**config.mk**
```make
export PLATFORM = sky130hd
export DESIGN_NAME = pc_fetch_unit
export DESIGN_NICKNAME = d
export VERILOG_FILES = /design/src/rtl/pc_fetch_unit_pkg.sv /design/src/rtl/pc_target_gen.sv /design/src/rtl/pc_fetch_unit.sv
export SDC_FILE = /design/constraint.sdc
export NUM_CORES = 1
export LEC_CHECK = 0
export ABC_AREA = 0
export BUFFER_PORTS_ARGS = -buffer_cell sky130_fd_sc_hd__clkbuf_2
export CORE_MARGIN = 4
export CORE_UTILIZATION = 30
export DETAILED_ROUTE_END_ITERATION = 8
export PLACE_DENSITY_LB_ADDON = 0.3
export SLEW_MARGIN = 20
export SYNTH_ARGS = -nofsm -noshare
export SYNTH_HDL_FRONTEND = slang
export SYNTH_SLANG_ARGS = --single-unit
export TNS_END_PERCENT = 50
```
**constraint.sdc**
```tcl
create_clock -name CLK -period 5.8 [get_ports CLK]
set_clock_uncertainty 0.05 [all_clocks]
set_input_delay 0 -clock CLK [delete_from_list [all_inputs] [get_ports CLK]]
set_output_delay 0 -clock CLK [all_outputs]
set_load 0.02 [all_outputs]
```
**src/rtl/pc_fetch_unit_pkg.sv**
```systemverilog
// Shared constants and types for the fetch stage: PCSrc encodings, reset PC,
// bubble instruction and the fetch FSM state type.
package pc_fetch_unit_pkg;

    localparam logic [1:0] PCSRC_SEQ  = 2'b00;
    localparam logic [1:0] PCSRC_BR   = 2'b01;
    localparam logic [1:0] PCSRC_JALR = 2'b10;

    localparam logic [31:0] PC_RESET  = 32'h0040_0000;
    localparam logic [31:0] NOP_INSTR = 32'h0000_0013;

    typedef enum logic [1:0] {
        BOOT = 2'b00,
        RUN  = 2'b01,
        HALT = 2'b10
    } fetch_state_t;

endpackage

```
**src/rtl/pc_target_gen.sv**
```systemverilog
// Redirect target for branch/jal and jalr, plus the misaligned-target flag
// and a decode of whether PCSrc requests a redirect at all.
module pc_target_gen
    import pc_fetch_unit_pkg::*;
(
    input  logic [1:0]  PCSrc,
    input  logic [31:0] PC_E,
    input  logic [31:0] RD1_E,
    input  logic [31:0] ExtImm_E,
    output logic [31:0] target,
    output logic        misaligned,
    output logic        is_jump
);

    always_comb begin
        target  = PC_E + ExtImm_E;
        is_jump = 1'b0;
        case (PCSrc)
            PCSRC_BR: begin
                target  = PC_E + ExtImm_E;
                is_jump = 1'b1;
            end
            PCSRC_JALR: begin
                target  = (RD1_E + ExtImm_E) & ~32'h1;
                is_jump = 1'b1;
            end
            default: is_jump = 1'b0;
        endcase
        // Bit 0 is either architecturally cleared (jalr) or ignored; only bit 1 faults.
        misaligned = target[1];
    end

endmodule

```
**src/rtl/pc_fetch_unit.sv**
```systemverilog
// Program counter, IF/ID pipeline register and BOOT/RUN/HALT control for the
// fetch stage of the pipelined RISC-V core.
module pc_fetch_unit
    import pc_fetch_unit_pkg::*;
#(
    parameter logic [31:0] PC_RESET  = pc_fetch_unit_pkg::PC_RESET,
    parameter logic [31:0] NOP_INSTR = pc_fetch_unit_pkg::NOP_INSTR
) (
    input  logic        CLK,
    input  logic        RESET,
    input  logic [1:0]  PCSrc,
    input  logic        Valid_E,
    input  logic [31:0] PC_E,
    input  logic [31:0] RD1_E,
    input  logic [31:0] ExtImm_E,
    input  logic        Stall_F,
    input  logic        Stall_D,
    input  logic [31:0] Instr_F,
    output logic [31:0] PC_F,
    output logic [31:0] Instr_D,
    output logic [31:0] PC_D,
    output logic [31:0] PCPlus4_D,
    output logic        Valid_D,
    output logic        Redirect,
    output logic        Halted
);

    fetch_state_t state_q, state_n;
    logic [31:0]  pc_q, pc_n;
    logic [31:0]  instr_q, instr_n;
    logic [31:0]  pcd_q, pcd_n;
    logic [31:0]  pc4_q, pc4_n;
    logic         valid_q, valid_n;
    logic [31:0]  target;
    logic         misaligned;
    logic         is_jump;

    pc_target_gen u_target (
        .PCSrc      (PCSrc),
        .PC_E       (PC_E),
        .RD1_E      (RD1_E),
        .ExtImm_E   (ExtImm_E),
        .target     (target),
        .misaligned (misaligned),
        .is_jump    (is_jump)
    );

    always_ff @(posedge CLK) begin
        if (RESET) begin
            state_q <= BOOT;
            pc_q    <= PC_RESET;
            instr_q <= NOP_INSTR;
            pcd_q   <= '0;
            pc4_q   <= '0;
            valid_q <= 1'b0;
        end else begin
            state_q <= state_n;
            pc_q    <= pc_n;
            instr_q <= instr_n;
            pcd_q   <= pcd_n;
            pc4_q   <= pc4_n;
            valid_q <= valid_n;
        end
    end

    always_comb begin
        state_n  = state_q;
        pc_n     = pc_q;
        instr_n  = instr_q;
        pcd_n    = pcd_q;
        pc4_n    = pc4_q;
        valid_n  = valid_q;
        Redirect = 1'b0;
        case (state_q)
            BOOT: begin
                valid_n = 1'b0;
                state_n = RUN;
            end
            RUN: begin
                Redirect = Valid_E & is_jump;
                if (Redirect) begin
                    // Flush on any redirect; a faulting target freezes PC instead of loading it.
                    instr_n = NOP_INSTR;
                    valid_n = 1'b0;
                    if (misaligned) state_n = HALT;
                    else            pc_n    = target;
                end else begin
                    if (!Stall_F) pc_n = pc_q + 32'd4;
                    if (!Stall_D) begin
                        if (Stall_F) begin
                            instr_n = NOP_INSTR;
                            valid_n = 1'b0;
                        end else begin
                            instr_n = Instr_F;
                            pcd_n   = pc_q;
                            pc4_n   = pc_q + 32'd4;
                            valid_n = 1'b1;
                        end
                    end
                end
            end
            HALT: valid_n = 1'b0;
            default: state_n = BOOT;
        endcase
    end

    assign PC_F      = pc_q;
    assign Instr_D   = instr_q;
    assign PC_D      = pcd_q;
    assign PCPlus4_D = pc4_q;
    assign Valid_D   = valid_q;
    assign Halted    = (state_q == HALT);

endmodule

```
* Yosys cells after proc, flatten, opt, wreduce, memory -nomap -nowiden *
Index checks and enable logic that the tools add are counted.

operators by class
  bitwise gates (word level) = 5
  reductions and logical operators = 9
  add/subtract/negate cells = 3
  mux-type cells = 16
  equal/unequal tests = 10

operators by type and width
  cell                                                                      count
  32-bit 2-to-1 mux                                                         7
  32-bit adder                                                              2
  32-bit by 3-bit adder with 32-bit output (second input constant)          1
  2-bit inequality test (second input constant)                             3
  2-bit one-hot mux with 3 select lines                                     1
  3-bit AND reduction                                                       2
  1-bit 2-to-1 mux                                                          5
  2-bit by 1-bit equality test with 1-bit output (second input constant)    2
  2-bit equality test (second input constant)                               2
  2-bit 2-to-1 mux                                                          2
  2-bit by 1-bit inequality test with 1-bit output (second input constant)  2
  1-bit inverter                                                            4
  2-bit AND reduction                                                       2
  4-bit AND reduction                                                       1
  2-bit OR reduction                                                        2
  3-bit inequality test (second input constant)                             1
  2-bit logical NOT                                                         1
  1-bit one-hot mux with 2 select lines                                     1
  2-bit nonzero test                                                        1
  1-bit AND                                                                 1

word-level totals
  register bits = 131
  word-level logic and storage cells = 49

* Depth between registers and ports, before layout *
  depth after elaboration = 6
  depth in mapped cells = 11

* Cells and area by module *
Synthesis repeated with hierarchy kept, for this count alone.

second synthesis, totals
  cells, all modules = 1215
  area, all modules = 9334.0 µm²

by module, submodules not included
  module         cells each  times used  area each (µm²)
  pc_fetch_unit  706         1           5770.5
  pc_target_gen  509         1           3563.4

* Worst setup path before layout *
No wires, ideal clock.

  path type = input to register
  start = in PC_E[0]
  end = reg pc_q[18] (netlist: PC_F[18])
  data required time = 5.634 ns
  setup time = 0.116 ns
  setup slack = 3.334 ns
  arrival = 2.299 ns
  stages on the path = 11
  cells stage by stage = ha_1 -> fa_1 -> a211oi_1 -> o21ai_0 -> a21o_1 -> a211oi_1 -> o21ai_0 -> a21oi_1 -> xor2_1 -> o221ai_1 -> o211a_1

on the way
  word-level cells in the longest chain between the ends = 4

ends and longest elaborated chain
  element                                                                             line                                      text
  start, declared                                                                     pc_fetch_unit.sv:13                       input logic [31:0] PC_E,
  32-bit adder (*)                                                                    pc_target_gen.sv:16, pc_target_gen.sv:20
  32-bit 2-to-1 mux (*)                                                               n/a
  2-bit inequality test (no source line) / 32-bit 2-to-1 mux (equally long branches)  n/a
  3-bit AND reduction (no source line) / 32-bit 2-to-1 mux (equally long branches)    n/a
  end signal, assigned                                                                pc_fetch_unit.sv:58                       pc_q <= pc_n;
  end, declared                                                                       pc_fetch_unit.sv:29                       logic [31:0] pc_q, pc_n;

Mark *: on every way between the ends. The rest lies on a longest branch, timed or not. The select of a mux whose other input is x is not followed.
A chain may end at the register's enable or synchronous reset.

* Worst setup path after layout *
  start = reg state_q[0]
  end = reg pc_q[17] (netlist: PC_F[17])

on the way
  word-level cells in the longest chain between the ends = 2

ends and longest elaborated chain
  element                                         line                 text
  start, declared                                 pc_fetch_unit.sv:28  fetch_state_t state_q, state_n;
  start signal, assigned                          pc_fetch_unit.sv:57  state_q <= state_n;
  2-bit by 1-bit equality test with 1-bit output  pc_fetch_unit.sv:74  case (state_q)
  3-bit AND reduction (no source line)            n/a

Every way passes these cells.

==> results_dict.tcl <==
set metrics [dict create \
    mostFrequentLayoutCells "clkbuf_2, nand2_1, nor2_1" \
    yosysSeqAreaShare_pct 27.8 \
    cts-root-buf "clkbuf_16" \
    leakage_uw 0.00496 \
    place_congestion 0.893 \
    layout_commonest_cell "clkbuf_2" \
    final.setup.tns_ns 0 \
    final_antenna_net_count 0 \
    seq_area_mm2 0.00254 \
    fmax_mhz 355 \
    antenna_found_initial 0 \
    n_antenna_cell 0 \
    synth_edf_count 0 \
    dr.pass1.iters 8 \
    cts_buffer_depth 2 \
    status "completed" \
    p_per_area_mw_per_mm2 250 \
    critPathArrivalTime_ns 3.03 \
    ys_types 81 \
    period_share_pct 48.5 \
    clock_latency_ns 0.41 \
    slew_violations 0 \
    multiInputGateArea_mm2 0.00623 \
    gr-total-overflow 0 \
    htree_levels 4 \
    vias 9698 \
    fin_crit_ns 2.81 \
    drv_cap 0 \
    slew_headroom_pct 34.0 \
    start_kind "flop" \
    wl_per_cell_um 18.0 \
    synth.area.top_cells "dfxtp_1, ha_1, a21oi_1" \
    hpwl_mm 26.0 \
    endpoint_kind "flop" \
    rows 63 \
    drt_iter0_markers 650 \
    synth.top_cell.area_share_pct 27.8 \
    ir_drop_uv 193 \
    dieArea_mm2 0.0334 \
    tightest_slew_ns 0.990 \
    portBuffers 262 \
    cp.required_ns 6.02 \
    viasPerCell 5.26 \
    worst_slack_ns 2.99 \
    grt_pass1_vias 9199 \
    clkSinkCount 127 \
    yosysTopAreaCell "dfxtp_1" \
    die_w_um 183 \
    cts_buffers 17 \
    place_ws_ns 2.65 \
    cts_tree "yes" \
    grtUsageTotal_pct 19.0 \
    drive_gt1_share_pct 23.0 \
    path_clk_slew_ns 0.06 \
    synth-seq-cells 127 \
    synth_ff_type "dfxtp_1" \
    num-fill-cells 3154 \
    wirelength_mm 33.2 \
    syn_area_mm2 0.00915 \
    cts_resized 0 \
    p_total_uw 2930 \
    stdcell_area_mm2 0.0117 \
    io_pins 266 \
    hold_viol 0 \
    grt_max_degree 119 \
    drc 0 \
    rsz0062_at_grt "false" \
    hold_class "in2reg" \
    synthArstFlopShare_pct 0 \
    synth_warnings 0 \
    setup_violations 0 \
    place_area_mm2 0.0107 \
    grt_pass1_wl_mm 51.2 \
    rrSetupSlack_ns 2.99 \
    path_max_fanout 22 \
    floorplan.initialDensity_pct 30.6 \
    syn_area_per_cell_um2 7.65 \
    fin_hold_ws_ns 0.0313 \
    netlist_instances 1197 \
    die_h_um 183 \
    area_growth_pct 27.7 \
    layout.nets 1642 \
    core_area_mm2 0.0299 \
    criticalPathCategory "reg2reg" \
]
## power breakdown
part / switching (µW) / internal, µW
logic: 472 / 300
clock network: 409 / 801
registers: 39.6 / 904
## per-stage QoR
step / cells / util (%)
2_1_floorplan: 1199 / -
3_3_place_gp: 1781 / 35.8
3_5_place_dp: 1781 / 35.8
4_1_cts: 1845 / 39.1
5_1_grt: 1845 / 39.1
6_report: 1845 / 39.1
## metal layers
metal | wire, µm | GRT usage, %
met1 | 15900 | 27.3
met2 | 14800 | 29.7
met3 | 1980 | 2.59
met4 | 601 | 5.46
met5 | 0 | 0
## what timing repair did
item	CTS	global route
endpoints found under the hold margin	32	0
hold buffers	32	0
buffers inserted	0	0
endpoints found under the setup margin	0	0
## synth_stat cells (all sizes together), types with 5 or more instances
cell      n
inv      16
or2       5
xnor2    47
o221ai    9
nor4      8
nand2   150
a221oi    5
o211ai    7
xor2     28
mux2i     6
a21o     35
o21a     11
and3     17
nand4    11
a211oi   46
a22oi    33
and2     11
ha       63
o22ai     6
o21ai    61
nor3     27
clkbuf   61
nor2b     6
buf      16
nand2b    9
dfxtp   127
o21bai   10
or3       9
nand3    20
nor2    139
a31oi    19
a21oi   124
## flip-flops by register name, summed over array words and instances (netlist names)
name / flops
Valid_D: 1
PC_F: 31
PCPlus4_D: 30
state_q: 2
Instr_D: 32
PC_D: 31
## worst paths after layout
path | start | endpoint | cells past startpoint
min | RD1_E[31] | PC_F[31]$_SDFFE_PP0P_ | 5
min reg2reg | PC_D[9]$_SDFFE_PP0P_ | PC_D[9]$_SDFFE_PP0P_ | 2
max reg2reg | state_q[0]$_SDFFE_PP0P_ | PC_F[17]$_SDFFE_PP0P_ | 7
max | state_q[0]$_SDFFE_PP0P_ | PC_F[17]$_SDFFE_PP0P_ | 7
## worst max-delay path: stages (launching register included)
cell	delay (ns)
dfxtp_1	0.40
nand2b_1	0.31
a211o_1	0.64
nor2_1	0.74
nand2_1	0.13
o221a_2	0.27
o21ai_0	0.08
a21oi_1	0.06
## kinds of logic after synthesis
logic type / synth area share (%)
and+or+nand+nor: 21.0
DFF: 27.8
xor gates and xnor gates: 7.18
muxes: 0.779
adders and majority gates: 9.05
buffers and inverters: 4.31
AOI/OAI and AO/OA: 29.9
other: 0.0410
## final cells by class
class                      instances  share of cell area, %
tap                              390                   4.17
timing repair buffer             301                   14.5
sequential                       127                   21.7
clock buffer                      20                   3.99
inverter                          18                  0.578
multi-input combinational        977                   53.3
clock inverter                    12                   1.75
No activity file was read; power rests on OpenSTA's default activity.
